<file path="src/rtl/hrange_accum_pkg.sv">
// Shared types for the hrange/hrange_accum generator pair: data width default,
// FSM state encodings and the generic valid/ready/done handshake bundle.
package hrange_accum_pkg;
  localparam int DEF_WIDTH = 32;

  typedef enum logic [1:0] {IDLE, RUN, SUMMARY, DONE_PULSE} state_t;

  typedef enum logic {HR_IDLE, HR_RUN} hr_state_t;

  typedef struct packed {
    logic valid;
    logic ready;
    logic done;
  } gen_ctl_t;
endpackage

</file>
<file path="src/rtl/hrange_accum_if.sv">
// Caller-facing generator port of hrange_accum: start/arguments in, tuple stream out.
interface hrange_accum_if
  import hrange_accum_pkg::*;
#(
  parameter int WIDTH = DEF_WIDTH
);
  logic                    _start;
  logic signed [WIDTH-1:0] base;
  logic signed [WIDTH-1:0] limit;
  logic signed [WIDTH-1:0] step;
  logic                    _ready;
  logic                    _valid;
  logic                    _done;
  logic signed [WIDTH-1:0] _0;
  logic signed [WIDTH-1:0] _1;

  modport master (
    output _start, base, limit, step, _ready,
    input  _valid, _done, _0, _1
  );

  modport slave (
    input  _start, base, limit, step, _ready,
    output _valid, _done, _0, _1
  );
endinterface

</file>
<file path="src/rtl/hrange_accum_hrange.sv">
// Inner generator: yields base, base+step, ... while inside the range (Python range
// semantics, step 0 yields nothing), then pulses done for one cycle.
module hrange
  import hrange_accum_pkg::*;
#(
  parameter int WIDTH = DEF_WIDTH
) (
  input  logic                    clk,
  input  logic                    rst,
  input  logic                    start,
  input  logic signed [WIDTH-1:0] base,
  input  logic signed [WIDTH-1:0] limit,
  input  logic signed [WIDTH-1:0] step,
  input  logic                    ready,
  output logic                    valid,
  output logic                    done,
  output logic signed [WIDTH-1:0] value
);
  hr_state_t state, next_state;

  // One extra bit keeps cur+step from wrapping back into the range.
  logic signed [WIDTH:0] cur_p0;
  logic signed [WIDTH:0] lim_p0;
  logic signed [WIDTH:0] stp_p0;
  logic                  in_range;

  always_comb begin
    in_range = 1'b0;
    if (stp_p0 != '0) begin
      if (!stp_p0[WIDTH]) in_range = (cur_p0 < lim_p0);
      else                in_range = (cur_p0 > lim_p0);
    end
  end

  always_ff @(posedge clk or posedge rst) begin
    if (rst) state <= HR_IDLE;
    else     state <= next_state;
  end

  always_comb begin
    next_state = state;
    valid      = 1'b0;
    done       = 1'b0;
    if (start) begin
      next_state = HR_RUN;
    end else if (state == HR_RUN) begin
      valid = in_range;
      done  = !in_range;
      if (!in_range) next_state = HR_IDLE;
    end
  end

  always_ff @(posedge clk) begin
    if (start) begin
      cur_p0 <= {base[WIDTH-1], base};
      lim_p0 <= {limit[WIDTH-1], limit};
      stp_p0 <= {step[WIDTH-1], step};
    end else if (valid && ready) begin
      cur_p0 <= cur_p0 + stp_p0;
    end
  end

  assign value = cur_p0[WIDTH-1:0];
endmodule

</file>
<file path="src/rtl/hrange_accum.sv">
// Accumulating generator over hrange: emits (i, running_total) per element,
// then (count, total), then a one-cycle done pulse.
module hrange_accum
  import hrange_accum_pkg::*;
#(
  parameter int WIDTH = DEF_WIDTH
) (
  input  logic           _clock,
  input  logic           _reset,
  hrange_accum_if.slave  io
);
  localparam logic signed [WIDTH-1:0] ONE = WIDTH'(1);

  state_t                  state, next_state;
  gen_ctl_t                inner_ctl;
  logic signed [WIDTH-1:0] inner_value;

  logic signed [WIDTH-1:0] total;
  logic signed [WIDTH-1:0] count;
  logic                    done_seen;
  logic                    vld_p0;
  logic signed [WIDTH-1:0] out0_p0;
  logic signed [WIDTH-1:0] out1_p0;

  logic out_xfer;
  logic inner_xfer;
  logic load_item;
  logic load_sum;

  hrange #(.WIDTH(WIDTH)) u_hrange (
    .clk   (_clock),
    .rst   (_reset),
    .start (io._start),
    .base  (io.base),
    .limit (io.limit),
    .step  (io.step),
    .ready (inner_ctl.ready),
    .valid (inner_ctl.valid),
    .done  (inner_ctl.done),
    .value (inner_value)
  );

  // No skid buffer: the inner stream only advances when the output slot frees.
  assign inner_ctl.ready = !vld_p0 || io._ready;
  assign inner_xfer      = inner_ctl.valid && inner_ctl.ready;
  assign out_xfer        = vld_p0 && io._ready;

  always_comb begin
    next_state = state;
    load_item  = 1'b0;
    load_sum   = 1'b0;
    if (io._start) begin
      next_state = RUN;
    end else begin
      unique case (state)
        IDLE: next_state = IDLE;
        RUN: begin
          if (inner_xfer) begin
            load_item = 1'b1;
          end else if (done_seen && (!vld_p0 || out_xfer)) begin
            load_sum   = 1'b1;
            next_state = SUMMARY;
          end
        end
        SUMMARY:    if (out_xfer) next_state = DONE_PULSE;
        DONE_PULSE: next_state = IDLE;
        default:    next_state = IDLE;
      endcase
    end
  end

  always_ff @(posedge _clock or posedge _reset) begin
    if (_reset) begin
      state     <= IDLE;
      total     <= '0;
      count     <= '0;
      done_seen <= 1'b0;
      vld_p0    <= 1'b0;
      out0_p0   <= '0;
      out1_p0   <= '0;
    end else begin
      state <= next_state;
      if (io._start) begin
        total     <= '0;
        count     <= '0;
        done_seen <= 1'b0;
        vld_p0    <= 1'b0;
      end else begin
        // The inner done pulse is latched so a stalled output cannot drop it.
        if (state == RUN && inner_ctl.done) done_seen <= 1'b1;
        if (load_item) begin
          total   <= total + inner_value;
          count   <= count + ONE;
          out0_p0 <= inner_value;
          out1_p0 <= total + inner_value;
          vld_p0  <= 1'b1;
        end else if (load_sum) begin
          out0_p0 <= count;
          out1_p0 <= total;
          vld_p0  <= 1'b1;
        end else if (out_xfer) begin
          vld_p0  <= 1'b0;
        end
      end
    end
  end

  assign io._valid = vld_p0;
  assign io._done  = (state == DONE_PULSE);
  assign io._0     = out0_p0;
  assign io._1     = out1_p0;
endmodule

</file>
<file path="src/flat_wrapper.sv">
// flat-port wrapper written by rule: the top's interface ports become plain ports
module hrange_accum_flat import hrange_accum_pkg::*;
#(
  parameter int WIDTH = DEF_WIDTH
)
  (_clock, _reset, io__start, io_base, io_limit, io_step, io__ready, io__valid, io__done, io__0, io__1);
  hrange_accum_if #(.WIDTH(WIDTH)) io_i ();
  input  logic _clock;
  input  logic _reset;
  input wire logic [$bits(io_i._start)-1:0] io__start;
  input wire logic [$bits(io_i.base)-1:0] io_base;
  input wire logic [$bits(io_i.limit)-1:0] io_limit;
  input wire logic [$bits(io_i.step)-1:0] io_step;
  input wire logic [$bits(io_i._ready)-1:0] io__ready;
  output wire logic [$bits(io_i._valid)-1:0] io__valid;
  output wire logic [$bits(io_i._done)-1:0] io__done;
  output wire logic [$bits(io_i._0)-1:0] io__0;
  output wire logic [$bits(io_i._1)-1:0] io__1;
  assign io_i._start = io__start;
  assign io_i.base = io_base;
  assign io_i.limit = io_limit;
  assign io_i.step = io_step;
  assign io_i._ready = io__ready;
  assign io__valid = io_i._valid;
  assign io__done = io_i._done;
  assign io__0 = io_i._0;
  assign io__1 = io_i._1;
  hrange_accum #(.WIDTH(WIDTH)) u_core (._clock(_clock), ._reset(_reset), .io(io_i));
endmodule
</file>
<file path="config.mk">
export PLATFORM = sky130hd
export DESIGN_NAME = hrange_accum_flat
export DESIGN_NICKNAME = d
export VERILOG_FILES = /design/src/rtl/hrange_accum_pkg.sv /design/src/rtl/hrange_accum_if.sv /design/src/rtl/hrange_accum_hrange.sv /design/src/rtl/hrange_accum.sv /design/src/flat_wrapper.sv
export SDC_FILE = /design/constraint.sdc
export NUM_CORES = 1
export LEC_CHECK = 0
export CAP_MARGIN = 20
export CORE_MARGIN = 3
export CORE_UTILIZATION = 42
export DETAILED_ROUTE_END_ITERATION = 8
export HOLD_SLACK_MARGIN = 0.08
export PLACE_DENSITY = 0.67
export SYNTH_ARGS = -nofsm -noshare
export SYNTH_HDL_FRONTEND = slang
export SYNTH_SLANG_ARGS = --single-unit
</file>
<file path="constraint.sdc">
create_clock -name _clock -period 4.29 [get_ports _clock]
set_clock_uncertainty 0.15 [all_clocks]
set_input_delay 0.858 -clock _clock [delete_from_list [all_inputs] [get_ports _clock]]
set_output_delay 0.858 -clock _clock [all_outputs]
set_load 0.005 [all_outputs]
</file>
---- Word level (Yosys, flattened, before mapping) ----
Index checks and enable logic that the tools add are counted.
word-level totals
  output and inout bits ................... 66
  input bits .............................. 100
  register bits ........................... 230
  logic and storage cells ................. 78
cells by class
  mux-type cells .......................... 37
  bitwise gates (word level) .............. 1
  reduce and logical (&&, ||, !) cells .... 18
  add/sub/neg operators ................... 3
  magnitude comparators ................... 2
  equality and inequality tests ........... 6
operators by type and width
  kind                                                   count
  two-way mux 32 bit                                     8
  two-way mux 33 bit                                     2
  adder 33 x 32 -> 33 bit                                1
  > comparator 33 x 32 -> 1 bit                          1
  < comparator 33 x 32 -> 1 bit                          1
  nonzero test 33 bit                                    1
  adder 32 x 2 -> 32 bit, second input constant          1
  adder 32 bit                                           1
  two-way mux 1 bit                                      22
  two-way mux 2 bit                                      4
  nonzero test 2 bit                                     4
  inequality test 3 x 2 -> 1 bit, second input constant  2
  one-hot mux 2 bit (3 select lines)                     1
  equality test 2 bit, second input constant             2
  logical AND 1 bit                                      4
  nonzero test 4 bit                                     1
  inequality test 3 bit, second input constant           1
  AND reduction 3 bit                                    1
  equality test 2 x 1 -> 1 bit, second input constant    1
  logical NOT 1 bit                                      2
  logical NOT 2 bit                                      1
  logical OR 1 bit                                       2
  AND reduction 2 bit                                    1
  OR reduction 2 bit                                     1
  inverter 1 bit                                         1

---- Logic depth before layout (Yosys ltp) ----
  depth in word-level cells ............... 12
  depth in mapped cells ................... 14

---- Hierarchy ----
A second synthesis with hierarchy kept.
second synthesis, totals
  cells, all modules ...................... 1,405
  area total of the unflattened synthesis .. 13,495.4 um^2
by module, submodules not included
  module        area an instance (um^2)  cells each  seq. area each (um^2)  times used
  hrange_accum  7,318.3                  834         3,303.2                1
  hrange        6,177.2                  571         2,937.8                1

---- Least setup slack after synthesis ----
Ideal clock, no wire load.
  path type ............................... flip-flop to flip-flop
  start point ............................. register u_core.u_hrange.cur_p0[16]
  end point ............................... register u_core.u_hrange.cur_p0[0], enable pin
  data required time ...................... 3.710 ns
  stages on the path, launching flop included .. 11
  setup time .............................. 0.430 ns
  path buffers ............................ 0
  path slack .............................. -0.061 ns
  data arrival time ....................... 3.771 ns
  cell sequence ........................... edfxtp_1 > ha_1 > a21oi_1 > o21a_1 > o21ai_1 > a2111o_1 > a211o_1 > xor2_1 > mux2_4 > nand2_1 > o21bai_1
on the way
  cells in the longest elaborated chain, start to end .. 7
  elaborated cells on any way between the ends .. 8
  classes of those cells .................. order compare: 2; mux: 4; reduce/logical: 2
ends and longest elaborated chain
  element                                                                         RTL line                                              RTL
  start: declaration                                                              hrange_accum_hrange.sv:22                             logic signed [WIDTH:0] cur_p0;
  start signal: assignment                                                        hrange_accum_hrange.sv:55                             cur_p0 <= {base[WIDTH-1], base};
  start signal: assignment                                                        hrange_accum_hrange.sv:59                             cur_p0 <= cur_p0 + stp_p0;
  < comparator 33 x 32 -> 1 bit or > comparator 33 x 32 -> 1 bit (tied branches)  hrange_accum_hrange.sv:30, hrange_accum_hrange.sv:31
  two-way mux 1 bit *                                                             hrange_accum_hrange.sv:30                             if (!stp_p0[WIDTH]) in_range = (cur_p0 < lim_p0);
  two-way mux 1 bit *                                                             hrange_accum_hrange.sv:29                             if (stp_p0 != '0) begin
  two-way mux 1 bit *                                                             hrange_accum_hrange.sv:46                             end else if (state == HR_RUN) begin
  two-way mux 1 bit *                                                             hrange_accum_hrange.sv:44                             if (start) begin
  logical AND 1 bit *                                                             hrange_accum_hrange.sv:58                             end else if (valid && ready) begin
  nonzero test 2 bit (no source line) *                                           --
Mark *: on every way between the ends. The rest lies on a longest branch, timed or not.
A chain may end at the register's enable or synchronous reset.

---- Worst setup path in the final report ----
  start point ............................. register u_core.u_hrange.cur_p0[2]
  end point ............................... register u_core.u_hrange.cur_p0[30] (data pin)
on the way
  cells in the longest elaborated chain, start to end .. 3
ends and longest elaborated chain
  element                  RTL line                   RTL
  adder 33 x 32 -> 33 bit  hrange_accum_hrange.sv:59
  two-way mux 33 bit       hrange_accum_hrange.sv:58
  two-way mux 33 bit       hrange_accum_hrange.sv:54  if (start) begin
Every way passes these cells. The select of a mux whose other input is x is not followed.

==> run_results.csv <==
group,metric,value,unit
clock_network,postCtsSetupBuffers,0,
logic_synthesis,ys_types,70,
grt,track_usage,21.24,%
grt,grt_pass1_wl,56620,µm
clock_network,clk_path_buf_depth,3,
sta,min_period,3.750,ns
sta,rsz0062_at_grt,"false",
logic_synthesis,postSynth.asyncResetShare,57.83,%
logic_synthesis,yosys_warnings,0,
cells_and_area,area_growth,22.57,%
clock_network,cts_root_buf,"clkbuf_16",
floorplanning,die-area,33470,µm²
floorplanning,io_pins,166,
clock_network,post_cts_resize_count,0,
critical_path,cp_top_family,"compound AO/OA/AOI/OAI gates",
sta,tightest_slew,0.9397,ns
cells_and_area,nets,1696,
sta,finalCritPeriodShare,87.41,%
power,switching_share,38.99,%
sta,fmax,266.7,MHz
logic_synthesis,synth_fp_nets,1545,
routing,drc_errors,0,
flow_run,maxCapViolCount,0,
min_path,hp-class,"register to register",
grt,overflow,0,
cells_and_area,multi_input_area,6489,µm²
power,peakVddDrop,0.3349,mV
power,pwr-share-seq,34.4,%
clock_network,holdBufCountCts,0,
cells_and_area,final-seq-area,6241,µm²
logic_synthesis,synthesis.area,13150,µm²
routing,detail_route.wl_per_cell,18.82,µm
routing,wirelength,35920,µm
power,power.internal,6.645,mW
floorplanning,chipHeight,182.9,µm
place,dp_hpwl,26380,µm
sta,tns,0,ns
power,p_per_area,675.7,nW/µm²
floorplanning,rows,64,
clock_network,numCtsBuffers,26,
power,share_comb_of_total_power,44.7,%
cells_and_area,layout-drive-gt1-share,4.825,%
logic_synthesis,avgSynthCellArea,9.798,µm²
routing,dr.pass1.iters,5,
power,clock_power_share,20.9,%
critical_path,slowest_delay,0.51,ns
logic_synthesis,syn-instance-count,1342,
critical_path,path_cells,"ha_1 -> nor2b_1 -> o31a_1 -> o21ai_1 -> o22ai_1 -> a221oi_2 -> o31a_1 -> o2111a_1 -> o21ai_1 -> a2111o_1 -> o211ai_1",
clock_network,cts_sinks,230,
logic_synthesis,ys_seq_elements,230,
outcome,status,"complete, no violations",
place,gp_congestion,0.9038,
power,p_leak,6.812,nW
place,port_buffers,165,
power,total_power,10.89,mW
critical_path,end_kind,"register",
clock_network,insertion_delay,0.54,ns
routing,ant_nets,0,
logic_synthesis,synth-seq-area-share,47.46,%
cells_and_area,fillers,2802,
floorplanning,dieWidth,182.9,µm
critical_path,worstSetupStartpointType,"register",
routing,viasPerCell,5.580,
logic_synthesis,synth_edf_count,97,
critical_path,required,4.52,ns
logic_synthesis,synth_ff_type,"dfrtp_1",
critical_path,path_max_fanout,5,
clock_network,cts_tree,"done",
floorplanning,core-area,30750,µm²
critical_path,cp_slowest_cell,"edfxtp_1",
sta,relSlewSlack,37.35,%
critical_path,path_buf_inv,0,
sta,final_max_slew_viol_count,0,
cells_and_area,diodes,0,
critical_path,path_class,"register to register",
sta,finalHoldViolCount,0,
grt,grt_max_degree,81,
sta,setup_violations,0,
clock_network,path_clk_slew,0.06,ns
critical_path,worst_ep_arrival_time,3.98,ns
grt,antenna_found_initial,0,
power,p_switching,4.246,mW
routing,vias,10652,
grt,grt_pass1_vias,10344,
clock_network,htreeDepth,1,
floorplanning,start_util,42.76,%
routing,first_iter_violations,1007,
[through the flow]
stage | setup slack, ns | utilization [%] | hold WS [ns] | instance area (µm²) | std cells
after floorplan | 0.6318 | - | 0.3561 | 13160 | 1342
after global routing | 0.3146 | 52.41 | 0.4244 | 16120 | 1909
final | 0.5401 | 52.41 | 0.3934 | 16120 | 1909
after global placement | 0.6375 | 49.56 | 0.3734 | 15240 | 1861
after detailed placement | 0.5636 | 49.56 | 0.3906 | 15240 | 1861
after CTS | 0.5593 | 52.41 | 0.4005 | 16120 | 1909
[kinds of logic (layout without fill, tap and decap cells)]
| family | Yosys count | in the layout | synth area share (%) |
|---|---|---|---|
| simple gates | 433 | 433 | 14.90 |
| compound gates | 351 | 351 | 16.54 |
| flops | 230 | 230 | 47.46 |
| buf+inv | 114 | 285 | 3.369 |
| fa+ha+maj | 103 | 103 | 9.915 |
| xor+xnor | 75 | 75 | 4.996 |
| mux | 36 | 36 | 2.817 |
[Yosys cell counts (3+ instances only)]
cell type | n | area, µm²
a22o_1 | 3 | 26.28
a211oi_1 | 7 | 52.55
nor3_1 | 16 | 80.08
a221oi_1 | 4 | 35.03
xnor2_1 | 39 | 341.6
o21bai_1 | 11 | 82.58
nor2_1 | 94 | 352.8
xor2_1 | 36 | 315.3
and2_1 | 7 | 43.79
dfrtp_1 | 133 | 3328
o21ai_0 | 89 | 445.4
buf_2 | 12 | 60.06
nor2b_1 | 11 | 68.82
a21oi_1 | 105 | 525.5
mux2_2 | 3 | 33.78
clkbuf_1 | 36 | 135.1
o31a_1 | 3 | 26.28
ha_1 | 101 | 1264
nor4_1 | 10 | 62.56
and4_1 | 4 | 35.03
nand4_1 | 23 | 143.9
nand2_1 | 194 | 728.2
inv_1 | 62 | 232.7
nand3_1 | 27 | 135.1
edfxtp_1 | 97 | 2913
o21a_1 | 8 | 60.06
nand2b_1 | 14 | 87.58
a31oi_1 | 32 | 200.2
and3_1 | 11 | 68.82
o211ai_1 | 6 | 45.04
or3_1 | 13 | 81.33
a21o_1 | 34 | 255.2
o21ai_1 | 18 | 90.09
buf_1 | 4 | 15.01
mux2i_1 | 31 | 310.3
[per-layer routing]
metal,share of wire (%),vias to the layer above,GRT usage (%)
met5,0,-,0
met4,2.9,0,5.728
met3,5.8,50,2.995
met2,45,339,33.56
met1,47,5139,30.91
li1,-,5124,-
[power groups by stage]
| stage | sequential, mW | clock (mW) | combinational (mW) |
|---|---|---|---|
| floorplan | 3.41 | 0 | 3.37 |
| global placement | 3.75 | 0 | 4.75 |
| detailed placement | 3.77 | 0 | 4.83 |
| CTS | 3.73 | 2.32 | 4.86 |
| global route | 3.81 | 2.41 | 5.44 |
| finish | 3.75 | 2.28 | 4.86 |
[flip-flops by register name, summed over array words and instances (netlist names)]
name / flops
u_core.done_seen: 1
u_core.u_hrange.state: 1
u_core.total: 32
u_core.state: 2
u_core.io._valid: 1
u_core.io._0: 32
u_core.io._1: 32
u_core.u_hrange.cur_p0: 33
u_core.u_hrange.lim_p0: 32
u_core.count: 32
u_core.u_hrange.stp_p0: 32
[final cells by class]
| type | count | area share, % |
|---|---|---|
| Timing Repair Buffer | 175 | 11.03 |
| Inverter | 62 | 1.467 |
| Multi-Input combinational cell | 998 | 40.26 |
| Sequential cell | 230 | 38.72 |
| Tap cell | 396 | 3.074 |
| Clock buffer | 38 | 4.759 |
| Clock inverter | 10 | 0.6832 |
[worst paths after layout]
check	start	to	slack [ns]	cells after the start
max in group asynchronous	_reset	u_core.io._1[15]	2.52	3
setup reg to reg	u_core.u_hrange.cur_p0[2]	u_core.u_hrange.cur_p0[30]	0.54	11
hold / removal	u_core.io._0[19]	u_core.io._0[19]	0.39	2
setup / recovery	u_core.u_hrange.cur_p0[2]	u_core.u_hrange.cur_p0[30]	0.54	11
min in group asynchronous	_reset	u_core.count[29]	0.72	2
hold reg to reg	u_core.io._0[19]	u_core.io._0[19]	0.39	2
[worst reg2reg max path, cell delays in order (launching register included)]
cell	delay, ns
edfxtp_1	0.51
ha_1	0.37
nor2b_1	0.16
o31a_1	0.27
o21ai_1	0.30
o22ai_1	0.16
a221oi_2	0.40
o31a_1	0.26
o2111a_1	0.29
o21ai_1	0.17
a2111o_1	0.45
o211ai_1	0.09
[placed cells by master (no fill, tap or decap), types with 11 or more instances in the layout]
cell type / count
nand2_1: 194
or3_1: 13
edfxtp_1: 97
xor2_1: 36
nand2b_1: 14
xnor2_1: 39
a31oi_1: 32
a21oi_1: 105
clkbuf_16: 27
inv_1: 61
dfrtp_1: 133
o21ai_0: 89
nand4_1: 23
clkdlybuf4s50_1: 164
nor2b_1: 11
nor3_1: 16
a21o_1: 34
nor2_1: 93
ha_1: 101
o21ai_1: 18
nand3_1: 27
mux2i_1: 30
and3_1: 11
Note: power is estimated with default switching activity, not from simulation.
